## src/rtl/msg_rx_pkg.sv

```systemverilog
// Shared types and header-field constants for the message-receive deframer.
package msg_rx_pkg;

  typedef enum logic [1:0] {HDR, PAY, HOLD, DRAIN} rx_state_t;

  localparam int unsigned HDR_ID_LSB  = 16;
  localparam int unsigned HDR_LEN_MSB = 15;

  typedef struct packed {
    logic [15:0] id;
    logic [15:0] len;
  } msg_hdr_t;

endpackage

```

## src/rtl/msg_rx_deframer_if.sv

```systemverilog
// PipeInLast input stream plus the assembled-message output bundle.
interface msg_rx_deframer_if #(
  parameter int unsigned MAX_WORDS = 8,
  parameter int unsigned ID_WIDTH  = 16
);
  logic                      enq__ENA;
  logic [31:0]               enq_v;
  logic                      enq_last;
  logic                      enq__RDY;
  logic                      msg__ENA;
  logic [ID_WIDTH-1:0]       msg_id;
  logic [7:0]                msg_len;
  logic [MAX_WORDS*32-1:0]   msg_data;
  logic                      msg__RDY;
  logic [15:0]               err_count;

  modport master (
    output enq__ENA, enq_v, enq_last, msg__RDY,
    input  enq__RDY, msg__ENA, msg_id, msg_len, msg_data, err_count
  );

  modport slave (
    input  enq__ENA, enq_v, enq_last, msg__RDY,
    output enq__RDY, msg__ENA, msg_id, msg_len, msg_data, err_count
  );
endinterface

```

## src/rtl/msg_rx_payload_buf.sv

```systemverilog
// Word-indexed payload register array; cleared on each accepted header.
module msg_rx_payload_buf #(
  parameter int unsigned MAX_WORDS = 8
) (
  input  logic                    clk_i,
  input  logic                    rst_i,
  input  logic                    clr_i,
  input  logic                    we_i,
  input  logic [7:0]              idx_i,
  input  logic [31:0]             wdata_i,
  output logic [MAX_WORDS*32-1:0] data_o
);

  logic [MAX_WORDS-1:0][31:0] data_q, data_d;

  always_comb begin
    data_d = data_q;
    if (clr_i) begin
      data_d = '0;
    end else if (we_i) begin
      for (int unsigned i = 0; i < MAX_WORDS; i++) begin
        if (idx_i == 8'(i)) data_d[i] = wdata_i;
      end
    end
  end

  always_ff @(posedge clk_i) begin
    if (rst_i) data_q <= '0;
    else       data_q <= data_d;
  end

  assign data_o = data_q;

endmodule

```

## src/rtl/msg_rx_deframer.sv

```systemverilog
// Deframes header+payload word streams into whole messages, resyncing on last.
// Define MSGRX_ERRCNT_EN to implement the saturating framing-error counter.
module msg_rx_deframer
  import msg_rx_pkg::*;
#(
  parameter int unsigned MAX_WORDS = 8,
  parameter int unsigned ID_WIDTH  = 16
) (
  input logic              CLK,
  input logic              RST,
  msg_rx_deframer_if.slave bus
);

  rx_state_t           state_q, state_d;
  logic                rdy_q, rdy_d;
  logic                ena_q, ena_d;
  logic [ID_WIDTH-1:0] id_q, id_d;
  logic [7:0]          len_q, len_d;
  logic [7:0]          cnt_q, cnt_d;
  logic                xfer, last, err_evt, buf_clr, buf_we;
  msg_hdr_t            hdr;

  assign xfer = bus.enq__ENA & rdy_q;
  assign last = bus.enq_last;
  assign hdr  = '{id: bus.enq_v[31:HDR_ID_LSB], len: bus.enq_v[HDR_LEN_MSB:0]};

  always_comb begin
    state_d = state_q;
    id_d    = id_q;
    len_d   = len_q;
    cnt_d   = cnt_q;
    err_evt = 1'b0;
    buf_clr = 1'b0;
    buf_we  = 1'b0;
    unique case (state_q)
      HDR: begin
        if (xfer) begin
          id_d    = hdr.id[ID_WIDTH-1:0];
          len_d   = hdr.len[7:0];
          cnt_d   = '0;
          buf_clr = 1'b1;
          if (hdr.len > 16'(MAX_WORDS)) begin
            err_evt = 1'b1;
            state_d = last ? HDR : DRAIN;
          end else if (hdr.len == '0) begin
            err_evt = ~last;
            state_d = last ? HOLD : DRAIN;
          end else if (last) begin
            err_evt = 1'b1;
          end else begin
            state_d = PAY;
          end
        end
      end
      PAY: begin
        if (xfer) begin
          buf_we = 1'b1;
          cnt_d  = cnt_q + 8'd1;
          // A frame that overruns len is dropped and drained to its last word.
          if ((9'(cnt_q) + 9'd1) == 9'(len_q)) begin
            err_evt = ~last;
            state_d = last ? HOLD : DRAIN;
          end else if (last) begin
            err_evt = 1'b1;
            state_d = HDR;
          end
        end
      end
      HOLD: begin
        if (ena_q && bus.msg__RDY) state_d = HDR;
      end
      DRAIN: begin
        if (xfer && last) state_d = HDR;
      end
      default: state_d = HDR;
    endcase
    rdy_d = (state_d != HOLD);
    ena_d = (state_d == HOLD);
  end

  always_ff @(posedge CLK) begin
    if (RST) begin
      state_q <= HDR;
      rdy_q   <= 1'b1;
      ena_q   <= 1'b0;
      id_q    <= '0;
      len_q   <= '0;
      cnt_q   <= '0;
    end else begin
      state_q <= state_d;
      rdy_q   <= rdy_d;
      ena_q   <= ena_d;
      id_q    <= id_d;
      len_q   <= len_d;
      cnt_q   <= cnt_d;
    end
  end

  msg_rx_payload_buf #(
    .MAX_WORDS(MAX_WORDS)
  ) u_buf (
    .clk_i   (CLK),
    .rst_i   (RST),
    .clr_i   (buf_clr),
    .we_i    (buf_we),
    .idx_i   (cnt_q),
    .wdata_i (bus.enq_v),
    .data_o  (bus.msg_data)
  );

`ifdef MSGRX_ERRCNT_EN
  logic [15:0] err_q, err_d;

  always_comb begin
    err_d = err_q;
    if (err_evt && (err_q != 16'hFFFF)) err_d = err_q + 16'd1;
  end

  always_ff @(posedge CLK) begin
    if (RST) err_q <= '0;
    else     err_q <= err_d;
  end

  assign bus.err_count = err_q;
`else
  logic unused_err_evt;
  assign unused_err_evt = err_evt;
  assign bus.err_count  = '0;
`endif

  assign bus.enq__RDY = rdy_q;
  assign bus.msg__ENA = ena_q;
  assign bus.msg_id   = id_q;
  assign bus.msg_len  = len_q;

endmodule

```

## src/flat_wrapper.sv

```systemverilog
// flat-port wrapper written by rule: the top's interface ports become plain ports
module msg_rx_deframer_flat import msg_rx_pkg::*;
#(
  parameter int unsigned MAX_WORDS = 8,
  parameter int unsigned ID_WIDTH  = 16
)
  (CLK, RST, bus_enq__ENA, bus_enq_v, bus_enq_last, bus_msg__RDY, bus_enq__RDY, bus_msg__ENA, bus_msg_id, bus_msg_len, bus_msg_data, bus_err_count);
  msg_rx_deframer_if #(.MAX_WORDS(MAX_WORDS), .ID_WIDTH(ID_WIDTH)) bus_i ();
  input logic CLK;
  input logic RST;
  input wire logic [$bits(bus_i.enq__ENA)-1:0] bus_enq__ENA;
  input wire logic [$bits(bus_i.enq_v)-1:0] bus_enq_v;
  input wire logic [$bits(bus_i.enq_last)-1:0] bus_enq_last;
  input wire logic [$bits(bus_i.msg__RDY)-1:0] bus_msg__RDY;
  output wire logic [$bits(bus_i.enq__RDY)-1:0] bus_enq__RDY;
  output wire logic [$bits(bus_i.msg__ENA)-1:0] bus_msg__ENA;
  output wire logic [$bits(bus_i.msg_id)-1:0] bus_msg_id;
  output wire logic [$bits(bus_i.msg_len)-1:0] bus_msg_len;
  output wire logic [$bits(bus_i.msg_data)-1:0] bus_msg_data;
  output wire logic [$bits(bus_i.err_count)-1:0] bus_err_count;
  assign bus_i.enq__ENA = bus_enq__ENA;
  assign bus_i.enq_v = bus_enq_v;
  assign bus_i.enq_last = bus_enq_last;
  assign bus_i.msg__RDY = bus_msg__RDY;
  assign bus_enq__RDY = bus_i.enq__RDY;
  assign bus_msg__ENA = bus_i.msg__ENA;
  assign bus_msg_id = bus_i.msg_id;
  assign bus_msg_len = bus_i.msg_len;
  assign bus_msg_data = bus_i.msg_data;
  assign bus_err_count = bus_i.err_count;
  msg_rx_deframer #(.MAX_WORDS(MAX_WORDS), .ID_WIDTH(ID_WIDTH)) u_core (.CLK(CLK), .RST(RST), .bus(bus_i));
endmodule
```

## config.mk

```make
export PLATFORM = sky130hd
export DESIGN_NAME = msg_rx_deframer_flat
export DESIGN_NICKNAME = d
export VERILOG_FILES = /design/src/rtl/msg_rx_pkg.sv /design/src/rtl/msg_rx_deframer_if.sv /design/src/rtl/msg_rx_payload_buf.sv /design/src/rtl/msg_rx_deframer.sv /design/src/flat_wrapper.sv
export SDC_FILE = /design/constraint.sdc
export NUM_CORES = 1
export LEC_CHECK = 0
export BUFFER_PORTS_ARGS = -buffer_cell sky130_fd_sc_hd__buf_2
export CORE_AREA = 10 10 225 227
export DETAILED_ROUTE_END_ITERATION = 6
export DIE_AREA = 0 0 235 237
export PLACE_DENSITY_LB_ADDON = 0.15
export RECOVER_POWER = 25
export SYNTH_ARGS = -nofsm -noshare
export SYNTH_HDL_FRONTEND = slang
export SYNTH_HIERARCHICAL = 1
export SYNTH_SLANG_ARGS = --single-unit
```

## constraint.sdc

```tcl
create_clock -name CLK -period 9.1 [get_ports CLK]
set_input_delay 2.73 -clock CLK [delete_from_list [all_inputs] [get_ports CLK]]
set_output_delay 2.73 -clock CLK [all_outputs]
set_load 0.1 [all_outputs]
```

; Word level (Yosys, flattened, before mapping)
; Index checks and enable logic that the tools add are counted.
[totals]
register_bits = 292
latchBits = 0
ram_bits = 0
romBits = 0
inputBits = 37
out_inout_bits = 298
wordCells = 68
n_memories = 0
[op_classes]
addsub = 2
multipliers = 0
n_div = 0
order_cmp = 1
eq_ne = 15
n_shift = 0
n_mux = 18
bitwise = 1
reduce_logical = 17
[ops]
columns = op, count
row1 = $eq A8 B3 Y1 const B, 4
row2 = $mux W2, 10
row3 = $reduce_and A2 Y1, 9
row4 = $eq A8 B2 Y1 const B, 2
row5 = $gt A16 B4 Y1 const B, 1
row6 = $logic_not A16 Y1, 1
row7 = $mux W8, 2
row8 = $pmux W8 S2, 1
row9 = $add A8 B1 Y9 const B, 1
row10 = $eq A9 B8 Y1, 1
row11 = $add A8 B1 Y8 const B, 1
row12 = $eq A8 B1 Y1 const B, 1
row13 = $logic_not A8 Y1, 1
row14 = $pmux W2 S4, 1
row15 = $eq A2 B2 Y1 const B, 3
row16 = $mux W1, 4
row17 = $ne A2 B1 Y1 const B, 2
row18 = $reduce_and A3 Y1, 1
row19 = $eq A2 B1 Y1 const B, 1
row20 = $logic_and A1 B1 Y1, 2
row21 = $logic_not A2 Y1, 1
row22 = $ne A2 B2 Y1 const B, 1
row23 = $reduce_bool A2 Y1, 1
row24 = $reduce_or A2 Y1, 1
row25 = $and A1 B1 Y1, 1

; Depth between registers and ports, before layout
; Gate-level depths: netlist of the first run.
[logic_depth]
ltp_word = 6
mapped_depth = 10
depth_no_buf = 6

; Hierarchy
; Netlist of the first run, hierarchy kept.
[modules_own_cells]
columns = mod, instances, cells_each, area_each_um2, seq_area_each_um2
row1 = msg_rx_payload_buf, 1, 871, 9188.8, 5124.9
row2 = msg_rx_deframer, 1, 227, 1745.4, 720.7

; Worst setup path after synthesis of the first run
; OpenSTA, ideal clock, no wires.
[synth_path]
kind = input to register
from = input bus_enq__ENA
to = register u_core.u_buf.data_q, in the netlist u_core/u_buf/data_o[0]
setup_ns = 0.072
arrival_time_ns = 4.813
required_ns = 9.028
slack_ns = 4.215
cell_stages = 10
path_buffers = 4
cell_sequence = nand3b_1 -> or2_2 -> clkbuf_1 -> clkinv_1 -> clkbuf_1 -> nor2_1 -> clkbuf_1 -> clkbuf_1 -> nand2_1 -> mux2i_1
[synth_between]
elab_chain_cells = 4
word_cells_on_any_way = 6
cone_classes = mux: 3 / bitwise: 1 / reduce/logical: 2
[synth_lines]
columns = item, line_no
row1 = start: declaration, flat_wrapper.sv:11  ; input wire logic [$bits(bus_i.enq__ENA)-1:0] bus_enq__ENA;
row2 = $and A1 B1 Y1, msg_rx_deframer.sv:23  ; assign xfer = bus.enq__ENA & rdy_q;
row3 = $mux W1, msg_rx_deframer.sv:37  ; if (xfer) begin
row4 = $mux W1, msg_rx_deframer.sv:35  ; unique case (state_q)
row5 = named net u_core.buf_clr, msg_rx_deframer.sv:20  ; logic xfer, last, err_evt, buf_clr, buf_we;
row6 = $reduce_or A2 Y1 (no source line), n/a
row7 = end signal: assignment, msg_rx_payload_buf.sv:29  ; else data_q <= data_d;
row8 = end: declaration, msg_rx_payload_buf.sv:14  ; logic [MAX_WORDS-1:0][31:0] data_q, data_d;
; The timed path passes the listed nets, and every way through them passes these cells.
; A chain may end at the register's enable or synchronous reset.

; Worst setup path after layout of the first run
[layout_path]
from = input bus_enq__ENA
to = register u_core.u_buf.data_q, in the netlist u_core/u_buf/data_o[59]
[layout_between]
elab_chain_cells = 4
word_cells_on_any_way = 6
cone_classes = mux: 3 / bitwise: 1 / reduce/logical: 2
[layout_lines]
columns = item, line_no
row1 = $and A1 B1 Y1 *, msg_rx_deframer.sv:23
row2 = $mux W1 *, "msg_rx_deframer.sv:37, msg_rx_deframer.sv:56"
row3 = $mux W1, msg_rx_deframer.sv:35
row4 = $reduce_and A2 Y1 (no source line) or $reduce_or A2 Y1 (tied branches), n/a
; Every way passes the cells marked *; elsewhere a longest branch is shown, timed or not.

==> out/metrics.cfg, run 1 <==
[clock_tree]
clk_pin_slew_ns=0.05
cts-buffers-inserted=36
clockBufferDepth=3
clk_latency_ns=0.55
cts_hold_buf=0
cts_setup_buffers=0
cts_tree=done
cts_sinks=292
clockRootBuffer=clkbuf_16
h-tree-depth=2
cts-resized-gates=0

[die]
die_x_um=235
dieArea_mm2=0.0557
die_y_um=237
core_area_mm2=0.0462
pin_count=335
rows=79
initial_core_util=0.237

[yosys]
async_flop_share=0
syn_area_per_cell_um2=9.96
ys_seq_area_frac=0.535
synth_top_cell_by_area=dfxtp_1
yosysWarnings=6
synth_cell_types=46
syn_inst=1098
ys.flop_type=dfxtp_1
yosysMostFrequentCell=nand2_1
netlist_top_cells_count=nand2_1 (345), dfxtp_1 (292), mux2i_1 (256)
yosys_register_bits=292
netlist.area_leader.share=0.535
synth_area_leaders=dfxtp_1 (53%), mux2i_1 (23%), nand2_1 (12%)
synth_area_mm2=0.0109
synth_edf_count=0

[worst_setup_path]
worstPathRequired_ns=9.55
cp_common_cell=buf_4
cp_slowest_cell=or2_0
cpPeakStageDelay_ns=1.40
reg2regPathDepth=9
cp.arrival_ns=6.91
crit_family=simple AND/OR/NAND/NOR gates
endpoint_kind=register
cp-startpoint=bus_enq__ENA
worst-setup-path-type=input pin to register
rr_startpoint=u_core/state_q[1]
path_cells=clkbuf_1 > nand3b_1 > or2_0 > clkinv_1 > buf_4 > nor2_4 > buf_12 > buf_4 > nand2_1 > mux2i_1
crit_buf_inv=5
cp.depth=10
path_max_fanout=95
startpoint_type=input pin

[min_path]
min_from=u_core/bus.msg_id[14]
hold_path_depth=2
worst_hold_path_type=register to register

[pwr]
p_int_mw=2.24
p_total_mw=3.07
power_frac_seq=0.426
switchingPower_mw=0.831
cellPowerDensity_mw_per_mm2=217
combPwrFrac=0.097
clkPwrFrac=0.478
leakage_nw=7.29
p_sw_frac=0.271
irDropWorstVdd_mv=0.101

[run]
max_cap_viol_count=2

[placement]
hpwl_um=28700
routabilityCongestion=0.733
port_buffers=318

[global_route]
grt_use_total=0.144
grt_pass1_vias=9138
grt_max_degree=105
antenna_found_initial=3
grt_pass1_wl_um=61500
grt_overflow_total=0

[sta]
hold_ws_ns=0.450
skew_ns=0.0177
setup_viol_count_final=0
hold_viol_final=0
tightest_slew_ns=1.96
drv_slew=64
finalCritPeriodShare=0.710
slew-limit-headroom=-0.309
rsz0062_at_grt=false
min_period_ns=6.46
fin_setup_tns_ns=0
fmax_mhz=155

[route]
dr.pass1.iters=4
ant_nets=0
detail_route.vias_per_cell=4.30
vias=8700
wl_per_cell_um=20.4
routed_wl_um=41300
drt_iter0_drc=346
drc=0

[cells_and_area]
diodes=0
syn_to_final_growth_pct=29.1
final_nets=1435
fillers=4948
layout-drive-gt1-share=0.200
final_util=0.306

[status]
violations=max-capacitance violations, max-slew violations
status=finished with violations

cell families after synthesis:
family | synth area share
buf+inv | 0.0412
flops | 0.535
fa+ha+maj | 0.00114
other cells | 0.000343
simple gates | 0.153
compound gates | 0.0290
mux | 0.234
xor+xnor | 0.00641
sequential cells by signal, indices dropped and copies added (netlist names):
register             count
u_core/bus.enq__RDY      1
u_core/bus.msg__ENA      1
u_core/bus.msg_id       16
u_core/bus.msg_len       8
u_core/cnt_q             8
u_core/state_q           2
u_core/u_buf/data_o    256
routing by layer:
metal,up-vias,GRT usage,part of all wire
li1,4238,-,-
met5,-,0,0.0011
met3,53,0.0535,0.075
met2,236,0.240,0.48
met4,6,0.0426,0.019
met1,4167,0.168,0.43
path summary, 6_finish.rpt:
check	slack, ns	endpoint
setup / recovery	2.64	u_core/u_buf/data_o[59]
hold / removal	0.45	u_core/bus.msg_id[14]
setup reg to reg	4.57	u_core/u_buf/data_o[59]
hold reg to reg	0.45	u_core/bus.msg_id[14]
cell usage in the layout, fill, tap and decap left out, drive strengths merged, types with 4 or more instances in the layout:
cell      n
o21ai     6
mux2i   256
a21oi    36
nor2     11
nor4      6
clkbuf  166
xor2      6
nand2   345
conb     16
dfxtp   292
buf     213
clkinv    5
nor2b     5
nand3    11
inv       4
power by group through the flow:
stage | Clock, mW | Combinational (mW) | Sequential (mW)
6_report | 1.47 | 0.296 | 1.31
5_1_grt | 1.56 | 0.316 | 1.31
4_1_cts | 1.51 | 0.303 | 1.31
3_5_place_dp | 0 | 0.303 | 1.33
3_3_place_gp | 0 | 0.302 | 1.33
2_1_floorplan | 0 | 0.130 | 1.43
worst register-to-register path, delay by kind of cell, from the launching register on:
kind | cells | cell delay [ns]
muxes | 1 | 0.14
DFF | 1 | 0.36
buffers and inverters | 4 | 1.57
and+or+nand+nor | 4 | 2.38
metrics by stage:
stage               area, um2  instances  worst slack, ns
floorplan               11000       1113             4.21
global placement        13100       1966             3.02
detailed placement      13100       1966             2.97
CTS                     14300       2025             3.54
global route            14100       2025             2.15
finish                  14100       2025             2.64
layout make-up:
class,count,area [um2],share of cell area
clock inverter,8,130,0.00922
clock buffer,51,1070,0.0758
tap,607,759,0.0538
sequential,292,5850,0.414
inverter,4,15.0,0.00106
timing repair buffer,328,1550,0.110
multi-input combinational,735,4750,0.336
Note: power is estimated with default switching activity, not from simulation.
==> run 2: changes to the inputs <==
==> constraint.sdc (replaced) <==
create_clock -name CLK -period 6.05 [get_ports CLK]
set_input_delay 1.815 -clock CLK [delete_from_list [all_inputs] [get_ports CLK]]
set_output_delay 1.815 -clock CLK [all_outputs]
set_load 0.1 [all_outputs]
==> out/metrics.cfg, run 2 (synthesis gave the netlist of run 1 again) <==
[sta]
drv_slew=36
fin_setup_tns_ns=0
fmax_mhz=252
skew_ns=0.0189
rsz0062_at_grt=false
min_period_ns=3.96
setup_viol_count_final=0
finalCritPeriodShare=0.655
hold_viol_final=0
fin_ws_ns=2.09
tightest_slew_ns=2.09
hold_ws_ns=0.451
slew-limit-headroom=-0.391

[cells_and_area]
mostFrequentLayoutCells=nand2_1 (345), dfxtp_1 (292), mux2i_1 (256)
syn_to_final_growth_pct=28.9
final_nets=1440
layout-drive-gt1-share=0.205
final_util=0.305
largest_reg_flops=256
layout_commonest_cell=nand2_1

[clock_tree]
clockRootBuffer=clkbuf_16
clockBufferDepth=3
cts-resized-gates=0
cts_setup_buffers=0
cts_tree=done
cts_hold_buf=0
clk_pin_slew_ns=0.06
clk_latency_ns=0.55
cts_sinks=292
h-tree-depth=2
cts-buffers-inserted=36

[min_path]
hold_end=u_core/bus.msg_id[15]
hold_path_depth=2
worst_hold_path_type=register to register
min_from=u_core/bus.msg_id[15]

[placement]
routabilityCongestion=0.755
port_buffers=318
dpl_worst_slack_ns=1.82
hpwl_um=29100

[die]
dieArea_mm2=0.0557
initial_core_util=0.237
core_area_mm2=0.0462
die_x_um=235
pin_count=335
rows=79
die_y_um=237

[pwr]
cellPowerDensity_mw_per_mm2=320
power_frac_seq=0.435
p_sw_frac=0.276
p_int_mw=3.27
p_total_mw=4.51
combPwrFrac=0.099
clkPwrFrac=0.466
irDropWorstVdd_mv=0.148
switchingPower_mw=1.25
leakage_nw=7.31

[route]
dr.pass1.iters=4
drc=0
routed_wl_um=41500
ant_nets=0
drt_iter0_drc=409
wl_per_cell_um=20.4
vias=8721
detail_route.vias_per_cell=4.29

[global_route]
antenna_found_initial=1
grt_max_degree=72
grt_overflow_total=0
grt_use_total=0.144
grt_pass1_vias=9214
grt_pass1_wl_um=62000

[worst_setup_path]
cp.arrival_ns=4.35
reg2regPathDepth=5
rr_startpoint=u_core/state_q[0]
endpoint_kind=register
rrSetupSlack_ns=3.10
worst-setup-path-type=input pin to register
path_max_fanout=35
r2r_end=u_core/u_buf/data_o[249]
startpoint_type=input pin
worstPathRequired_ns=6.44

[status]
violations=max-capacitance violations, max-slew violations
status=finished with violations

[run]
max_cap_viol_count=1

run 2: layout make-up:
type | instances | area [um2]
clock inverters | 9 | 83.8
diodes | 1 | 2.50
repair buffers | 333 | 1590
well taps | 607 | 759
flip-flops and latches | 292 | 5850
clock buffers | 53 | 1060
fillers | 4921 | 32100
inverters | 4 | 15.0
multi-input cells | 735 | 4740
run 2: per-stage QoR:
stage          instance area, um2  instances
6_report                    14100       2034
5_1_grt                     14100       2034
4_1_cts                     14200       2033
3_5_place_dp                13100       1971
3_3_place_gp                13100       1971
2_1_floorplan               11000       1113
run 2: worst max path at each step:
stage          depth (start not counted)                       end          from  slack [ns]
5_1_grt                                6       u_core/bus.enq__RDY           RST        1.89
2_1_floorplan                         10    u_core/u_buf/data_o[0]  bus_enq__ENA        2.08
3_5_place_dp                           6  u_core/u_buf/data_o[250]  bus_enq__ENA        1.82
6_report                               6       u_core/bus.enq__RDY           RST        2.09
3_3_place_gp                           8  u_core/u_buf/data_o[154]  bus_enq__ENA        1.87
4_1_cts                                6  u_core/u_buf/data_o[232]  bus_enq__ENA        2.37
run 2: routing by layer:
metal	vias to the layer above	track usage	wire length, um
li1	4232	-	-
met1	4196	0.169	17700
met2	249	0.243	19800
met3	44	0.0567	3370
met4	0	0.0332	636
met5	-	0	0
run 2: critical path, cell delays in order:
cell and delay (ns):
clkbuf_1 0.11, clkbuf_1 0.80, nor4_1 0.55, o21ai_0 0.14
a2111oi_0 0.77, o21ai_0 0.15
run 2: power by group through the flow:
stage / logic [mW] / registers (mW) / clock network, mW
finish: 0.449 / 1.96 / 2.10
global route: 0.477 / 1.97 / 2.25
CTS: 0.460 / 1.96 / 2.18
detailed placement: 0.459 / 2.01 / 0
global placement: 0.459 / 2.01 / 0
floorplan: 0.196 / 2.14 / 0
